--- config.mk ---
export PLATFORM = sky130hd
export DESIGN_NAME = strobe_arb
export DESIGN_NICKNAME = d
export VERILOG_FILES = /design/src/rtl/strobe_arb.sv
export SDC_FILE = /design/constraint.sdc
export NUM_CORES = 1
export LEC_CHECK = 0
export CAP_MARGIN = 30
export CORE_MARGIN = 5
export CORE_UTILIZATION = 41
export DETAILED_ROUTE_END_ITERATION = 8
export GPL_TIMING_DRIVEN = 0
export PLACE_DENSITY_LB_ADDON = 0.08
export RECOVER_POWER = 50
export SETUP_SLACK_MARGIN = 0.15
export SLEW_MARGIN = 20
export SYNTH_ARGS = -nofsm -noshare
export SYNTH_HDL_FRONTEND = slang
export SYNTH_SLANG_ARGS = --single-unit
--- constraint.sdc ---
create_clock -name clk_in -period 1.8 [get_ports clk_in]
set_input_delay 0.27 -clock clk_in [delete_from_list [all_inputs] [get_ports clk_in]]
set_output_delay 0.27 -clock clk_in [all_outputs]
set_load 0.005 [all_outputs]
--- src/rtl/strobe_arb.sv ---
// strobe_arb: arbitrates NREQ requesters and issues GAP-spaced strobes to a clock-crossing channel.
// Default build uses round-robin arbitration.
// Define STROBE_ARB_FIXED_PRIO_EN for fixed lowest-index-first priority.
module strobe_arb #(
    parameter int IDW   = 2,
    parameter int WIDTH = 8,
    parameter int GAP   = 4
) (
    input  logic                        clk_in,
    input  logic                        rst_n,
    input  logic [2**IDW-1:0]           req,
    input  logic [(2**IDW)*WIDTH-1:0]   req_data,
    output logic [2**IDW-1:0]           gnt,
    output logic                        strobe_out,
    output logic [IDW+WIDTH-1:0]        data_out,
    output logic                        busy,
    output logic [15:0]                 xfer_cnt
);
    localparam int NREQ = 2**IDW;

    typedef enum logic {IDLE, HOLD} state_t;

    state_t         state;
    logic [7:0]     cnt;
    logic [IDW-1:0] win;
`ifndef STROBE_ARB_FIXED_PRIO_EN
    logic [IDW-1:0] last_winner;
    logic [IDW-1:0] idx;
`endif

    // pick the winner; the last match in the loop is the highest-priority request
    always_comb begin
        win = '0;
`ifdef STROBE_ARB_FIXED_PRIO_EN
        for (int i = NREQ - 1; i >= 0; i--)
            if (req[i]) win = IDW'(i);
`else
        idx = '0;
        for (int i = NREQ; i >= 1; i--) begin
            idx = last_winner + IDW'(i);
            if (req[idx]) win = idx;
        end
`endif
    end

    // IDLE/HOLD sequencer with registered grant, strobe, payload and transfer count
    always_ff @(posedge clk_in) begin
        if (!rst_n) begin
            state      <= IDLE;
            cnt        <= '0;
            gnt        <= '0;
            strobe_out <= 1'b0;
            data_out   <= '0;
            busy       <= 1'b0;
            xfer_cnt   <= '0;
`ifndef STROBE_ARB_FIXED_PRIO_EN
            last_winner <= IDW'(NREQ - 1);
`endif
        end else begin
            gnt        <= '0;
            strobe_out <= 1'b0;
            if (state == IDLE) begin
                if (|req) begin
                    gnt[win]   <= 1'b1;
                    strobe_out <= 1'b1;
                    data_out   <= {win, req_data[win*WIDTH +: WIDTH]};
                    xfer_cnt   <= xfer_cnt + 16'd1;
                    state      <= HOLD;
                    busy       <= 1'b1;
                    cnt        <= 8'(GAP - 1);
`ifndef STROBE_ARB_FIXED_PRIO_EN
                    last_winner <= win;
`endif
                end
            end else if (cnt == 8'd1) begin
                state <= IDLE;
                busy  <= 1'b0;
                cnt   <= '0;
            end else begin
                cnt <= cnt - 8'd1;
            end
        end
    end
endmodule

==> qor.csv, run 1 <==
stage;metric;value;unit
worst_setup_path;cpPeakStageDelay;0.57;ns
sta;finalSetupViolCount;0;
yosys;synth_edf_count;0;
yosys;synthArstFlopShare;0;
grt;grt_pass1_vias;1942;
die;num_rows;25;
yosys;synth_top_area_frac;0.4155;
sta;holdWs;0.4688;ns
grt;overflow;0;
cts;clock-sinks;43;
sta;setup_tns;0;ns
worst_setup_path;critPathCaptureType;register;
route;drcViolationCount;0;
die;design.die.area;6576;um^2
worst_setup_path;cp.arrival;1.91;ns
placement;dpl.hpwl;3.800;mm
worst_setup_path;crit_fanout;6;
yosys;synth_warnings;0;
run_status;run_status;completed;
worst_setup_path;critPathTopFamily;simple AND/OR/NAND/NOR gates;
sta;max_freq;580.0;MHz
sta;maxSlewHeadroom;0.6902;
worst_setup_path;reg2reg_from;cnt[3];
die;io_pins;70;
sta;hold_viol_final;0;
cts;clkTransAtPathRegs;0.08;ns
yosys;syn-cell-area;2072;um^2
worst_setup_path;critPathLaunchType;register;
placement;portBuffers;69;
sta;finalCritPeriodShare;0.9578;
worst_hold_path;hp-start;data_out[9];
job;cap_viol_max_count;0;
final_layout;drive_gt1_frac;0.2232;
die;start_util;0.4301;
worst_setup_path;crit_path_cell_trace;or4_4, o21ai_4, buf_6, nor3_2, a31oi_1, a21oi_1;
cts;cts-root-buf;clkbuf_8;
yosys;syn_nets;273;
cts;clk_latency;0.29;ns
worst_hold_path;min_path_cells;2;
worst_setup_path;required;1.98;ns
route;drtAntennaViolNets;0;
worst_hold_path;hold_class;register to register;
yosys;ys_types;43;
worst_setup_path;cp_num_buf_inv;1;
yosys;netlist.top_cell.by_area;dfxtp_1;
sta;tightest_slew;0.4647;ns
yosys;synthFlopType;dfxtp_1;
sta;slew_viol_final;0;
worst_setup_path;path_class;register to register;
sta;post-route-min-period;1.724;ns
final_layout;area_growth;60.33;%
cts;h-tree-depth;2;
pwr;peakVddDrop;0.3833;mV
sta;grt_setup_unrepaired;true;
grt;grt_max_degree;13;
route;vias_per_cell;5.071;
die;core-area;4817;um^2
placement;routabilityCongestion;0.8585;
final_layout;fill_cells;405;
pwr;p_leak;0.001309;uW
pwr;power;2556;uW
grt;antenna_found_initial;0;
yosys;synth_seq_cells;43;
die;die_x;81.09;um
worst_setup_path;r2r-end;cnt[4];
grt;grt_pass1_wl;9.025;mm
worst_setup_path;slowest_stage;or4_4;
route;drt_first_pass_iters;4;
grt;grt_use_total;0.1735;
sta;clock_skew;0.004990;ns
final_layout;finalNetCount;368;
route;drt_iter0_markers;76;
yosys;syn_area_per_cell;8.931;um^2
yosys;synthTopCellsByArea;dfxtp_1 (42%), a211oi_1 (6.9%), nor2_1 (5.6%);
yosys;seq_area_frac_synth;0.4155;
pwr;powerDensity;769.6;nW/um^2
cts;cts_tree;yes;
cts;cts_buffer_depth;2;
route;routedWlPerCell;14.20;um
worst_setup_path;reg2reg_depth;6;
yosys;synth_cells;232;
cts;holdBufCountCts;0;
route;finalWirelength;5.596;mm
route;vias;1998;
worst_setup_path;rrSetupSlack;0.08;ns
final_layout;antennaDiodeCount;0;
worst_hold_path;worstHoldEndpoint;data_out[9];
die;die_y;81.09;um
cts;cts_buffers;5;
==> worst max path at each step <==
stage | end | slack, ns | from | cells past startpoint
after floorplan | data_out[5] | 0.17 | last_winner[1] | 8
after global placement | data_out[2] | -0.54 | req[0] | 8
after detailed placement | data_out[7] | -0.53 | req[0] | 8
after CTS | xfer_cnt[8] | 0.11 | xfer_cnt[1] | 6
after global routing | cnt[4] | 0.01 | cnt[3] | 6
final | cnt[4] | 0.08 | cnt[3] | 6
==> what timing repair did <==
action,4_1_cts,5_1_grt
setup buffers,10,9
pin swaps,9,16
endpoints found under the setup margin,38,29
gates resized for setup,26,34
==> metal layers <==
metal  up-vias  share of wire  GRT usage
li1       1019              -          -
met2        52           0.50     0.3087
met1       918           0.42     0.1984
met5         -              0          0
met3         9          0.073    0.05765
met4         0          0.012    0.04561
==> area by class of cell <==
type / instances / area [um^2] / share of cell area
multi-input cells: 171 / 1294 / 0.3895
well taps: 67 / 83.83 / 0.02524
plain buffers: 11 / 90.09 / 0.02712
inverters: 7 / 28.78 / 0.008663
repair buffers: 88 / 850.8 / 0.2561
clock buffers: 6 / 72.57 / 0.02185
flip-flops and latches: 43 / 872.1 / 0.2625
clock inverters: 1 / 30.03 / 0.009040
==> metrics by stage <==
step,utilization,setup WS [ns],std cells,instance area (um^2)
2_1_floorplan,-,0.1689,232,2082
3_3_place_gp,0.5930,-0.5392,368,2856
3_5_place_dp,0.5930,-0.5326,368,2856
4_1_cts,0.6504,0.1139,385,3133
5_1_grt,0.6896,0.01287,394,3322
6_report,0.6896,0.07596,394,3322
==> worst register-to-register path, stage by stage (launching register included) <==
cell and delay, ns:
dfxtp_1 0.37, or4_4 0.57, o21ai_4 0.25, buf_6 0.16, nor3_2 0.04, a31oi_1 0.14, a21oi_1 0.08
==> synth_stat cells, types with 6 or more instances <==
library cell and number:
xnor2_1 6, nand2_1 15, dfxtp_1 43, a21boi_0 8, mux2i_1 9, nor2_1 31, inv_1 6, a211oi_1 19
nand3_1 7, o21ai_0 13, xor2_1 9, a21oi_1 12
==> flip-flops by register name, indices dropped and copies added, names as in the netlist <==
| name | count |
|---|---|
| last_winner | 2 |
| busy | 1 |
| cnt | 8 |
| xfer_cnt | 16 |
| state | 1 |
| strobe_out | 1 |
| data_out | 10 |
| gnt | 4 |
==> power breakdown <==
group / total (uW) / internal [uW] / switching (uW) / leakage (uW)
Combinational: 753 / 410 / 343 / 0.000904
Sequential: 1080 / 1030 / 55.2 / 0.000354
Clock: 720 / 407 / 314 / 0.0000513
Total: 2560 / 1840 / 712 / 0.00131
==> cells in the final DEF (no fill, tap or decap), types with 6 or more instances in the layout <==
master,instances
xnor2_1,6
buf_4,15
nand3_1,7
a211oi_2,11
o21ai_0,13
nand2_1,14
nor2_1,28
clkdlybuf4s50_1,38
dfxtp_1,38
a21oi_1,11
a211oi_1,8
mux2i_1,8
xor2_1,9
dlygate4sd3_1,27
==> kinds of logic after synthesis <==
group / synth area share
buffers and inverters: 0.05434
adder cells (fa/ha/maj): 0.01812
AO/OA/AOI/OAI: 0.2144
XOR/XNOR: 0.06341
AND/OR/NAND/NOR: 0.1908
multiplexers: 0.04348
flip-flops: 0.4155
Note: power is estimated with default switching activity, not from simulation.
==> run 2: changes to the inputs <==
==> constraint.sdc (replaced) <==
create_clock -name clk_in -period 1.5 [get_ports clk_in]
set_input_delay 0.225 -clock clk_in [delete_from_list [all_inputs] [get_ports clk_in]]
set_output_delay 0.225 -clock clk_in [all_outputs]
set_load 0.005 [all_outputs]
==> qor.csv, run 2 (same netlist as run 1, synthesis figures left out) <==
stage;metric;value;unit
die;num_rows;25;
placement;place_ws;-0.8295;ns
worst_setup_path;cp.arrival;1.91;ns
sta;grt_setup_unrepaired;true;
placement;portBuffers;69;
placement;post_dp_cell_area;2883;um^2
route;drt_iter0_markers;74;
die;io_pins;70;
route;vias;2268;
final_layout;utilization;0.8094;
worst_setup_path;crit_fanout;5;
final_layout;area_growth;88.16;%
worst_hold_path;hold_class;register to register;
pwr;p_leak;0.001626;uW
job;cap_viol_max_count;0;
grt;antenna_found_initial;0;
sta;finalSetupViolCount;17;
worst_setup_path;rrSetupSlack;-0.24;ns
final_layout;drive_gt1_frac;0.4588;
worst_setup_path;reg2reg_depth;5;
final_layout;finalNetCount;404;
sta;clock_skew;0.005475;ns
cts;cts_buffers;5;
pwr;peakVddDrop;0.6130;mV
final_layout;antennaDiodeCount;0;
sta;setup_ws;-0.2365;ns
placement;dpl.hpwl;3.920;mm
cts;clkTransAtPathRegs;0.08;ns
route;drt_first_pass_iters;4;
sta;max_freq;575.9;MHz
die;die_y;81.09;um
cts;clk_latency;0.29;ns
sta;finalCritPeriodShare;1.158;
placement;routabilityCongestion;0.8249;
sta;maxSlewHeadroom;0.6782;
run_status;run_status;complete, but fails checks;
route;routedWlPerCell;16.57;um
die;start_util;0.4301;
grt;grt_pass1_vias;2217;
worst_setup_path;path_class;register to register;
grt;grt_use_total;0.2117;
final_layout;layout_commonest_cell;buf_4;
sta;tightest_slew;0.4783;ns
cts;cts_tree;yes;
grt;grt_max_degree;15;
worst_setup_path;critPathCaptureType;register;
grt;grt_pass1_wl;10.81;mm
route;finalWirelength;7.141;mm
sta;slew_viol_final;0;
worst_hold_path;worstHoldEndpoint;data_out[9];
final_layout;most-common-layout-cells;buf_4 (40), clkdlybuf4s50_1 (35), nor2_1 (26);
final_layout;largest_register;xfer_cnt;
worst_setup_path;required;1.67;ns
route;vias_per_cell;5.262;
cts;cts_buffer_depth;2;
worst_hold_path;hp-start;data_out[9];
route;drcViolationCount;0;
worst_setup_path;critPathLaunchType;register;
final_layout;largest_registers;xfer_cnt x16, data_out x10, cnt x8;
run_status;violations;setup timing;
final_layout;final_area;3899;um^2
pwr;powerDensity;904.5;nW/um^2
die;die_x;81.09;um
die;core-area;4817;um^2
cts;clock-sinks;43;
sta;hold_viol_final;0;
worst_setup_path;reg2reg_from;cnt[3];
die;design.die.area;6576;um^2
route;drtAntennaViolNets;0;
sta;post-route-min-period;1.736;ns
cts;h-tree-depth;2;
grt;overflow;0;
cts;cts-root-buf;clkbuf_8;
final_layout;largest_reg_flops;16;
worst_hold_path;min_path_cells;2;
worst_setup_path;r2r-end;cnt[3];
[run 2: layer usage]
metal  global-route usage  share of wire  up-vias
li1                     -              -     1100
met1               0.2570           0.42     1086
met2               0.3801           0.51       68
met3              0.04213          0.047       14
met4              0.05405          0.020        0
met5                    0              0        -
[run 2: worst max-delay path, cell delays in order, from the launching register on]
cell	delay, ns
dfxtp_4	0.35
or4_4	0.55
o21ai_4	0.29
nor3_4	0.08
a221oi_2	0.27
nor2_1	0.09
[run 2: worst max-delay path by stage]
| stage | from | cells past startpoint | to | slack [ns] |
|---|---|---|---|---|
| finish | cnt[3] | 5 | cnt[3] | -0.24 |
| floorplan | cnt[1] | 7 | cnt[3] | -0.09 |
| global route | last_winner[1] | 8 | data_out[4] | -0.31 |
| detailed placement | req[0] | 8 | data_out[1] | -0.83 |
| global placement | req[0] | 7 | data_out[7] | -0.82 |
| CTS | cnt[3] | 6 | cnt[2] | -0.17 |
[run 2: stage by stage]
stage                     hold slack, ns  power (uW)  cells  TNS, ns
after floorplan                   0.3749        1719    232  -0.7549
after global placement            0.4441        2042    368   -22.64
after detailed placement          0.4455        2049    368   -23.31
after CTS                         0.4545        3327    409   -2.071
after global routing              0.4903        3664    431   -3.884
final                             0.4723        3527    431   -2.768
[run 2: cell type report]
type / count / area [um^2]
Clock buffer: 5 / 68.82
Clock inverter: 3 / 67.56
Tap cell: 67 / 83.83
Multi-Input combinational cell: 171 / 1481
Timing Repair Buffer: 124 / 1125
Inverter: 7 / 30.03
Fill cell: 316 / 918.4
Buffer: 11 / 125.1
Sequential cell: 43 / 917.1
[run 2: where the power goes]
| group | switching [uW] | internal [uW] | leakage [uW] |
|---|---|---|---|
| clock | 415 | 664 | 0.0000644 |
| combinational | 515 | 638 | 0.00120 |
| sequential | 63.5 | 1230 | 0.000365 |
| total | 994 | 2530 | 0.00163 |
[run 2: timing repair]
| action | 4_1_cts | 5_1_grt |
|---|---|---|
| cloned | 1 | 2 |
| endpoints found under the hold margin | 0 | 0 |
| pin swaps | 25 | 37 |
| hold buffers | 0 | 0 |
| gates resized for setup | 131 | 61 |
| setup endpoints to repair | 70 | 45 |
| buffers inserted | 32 | 20 |
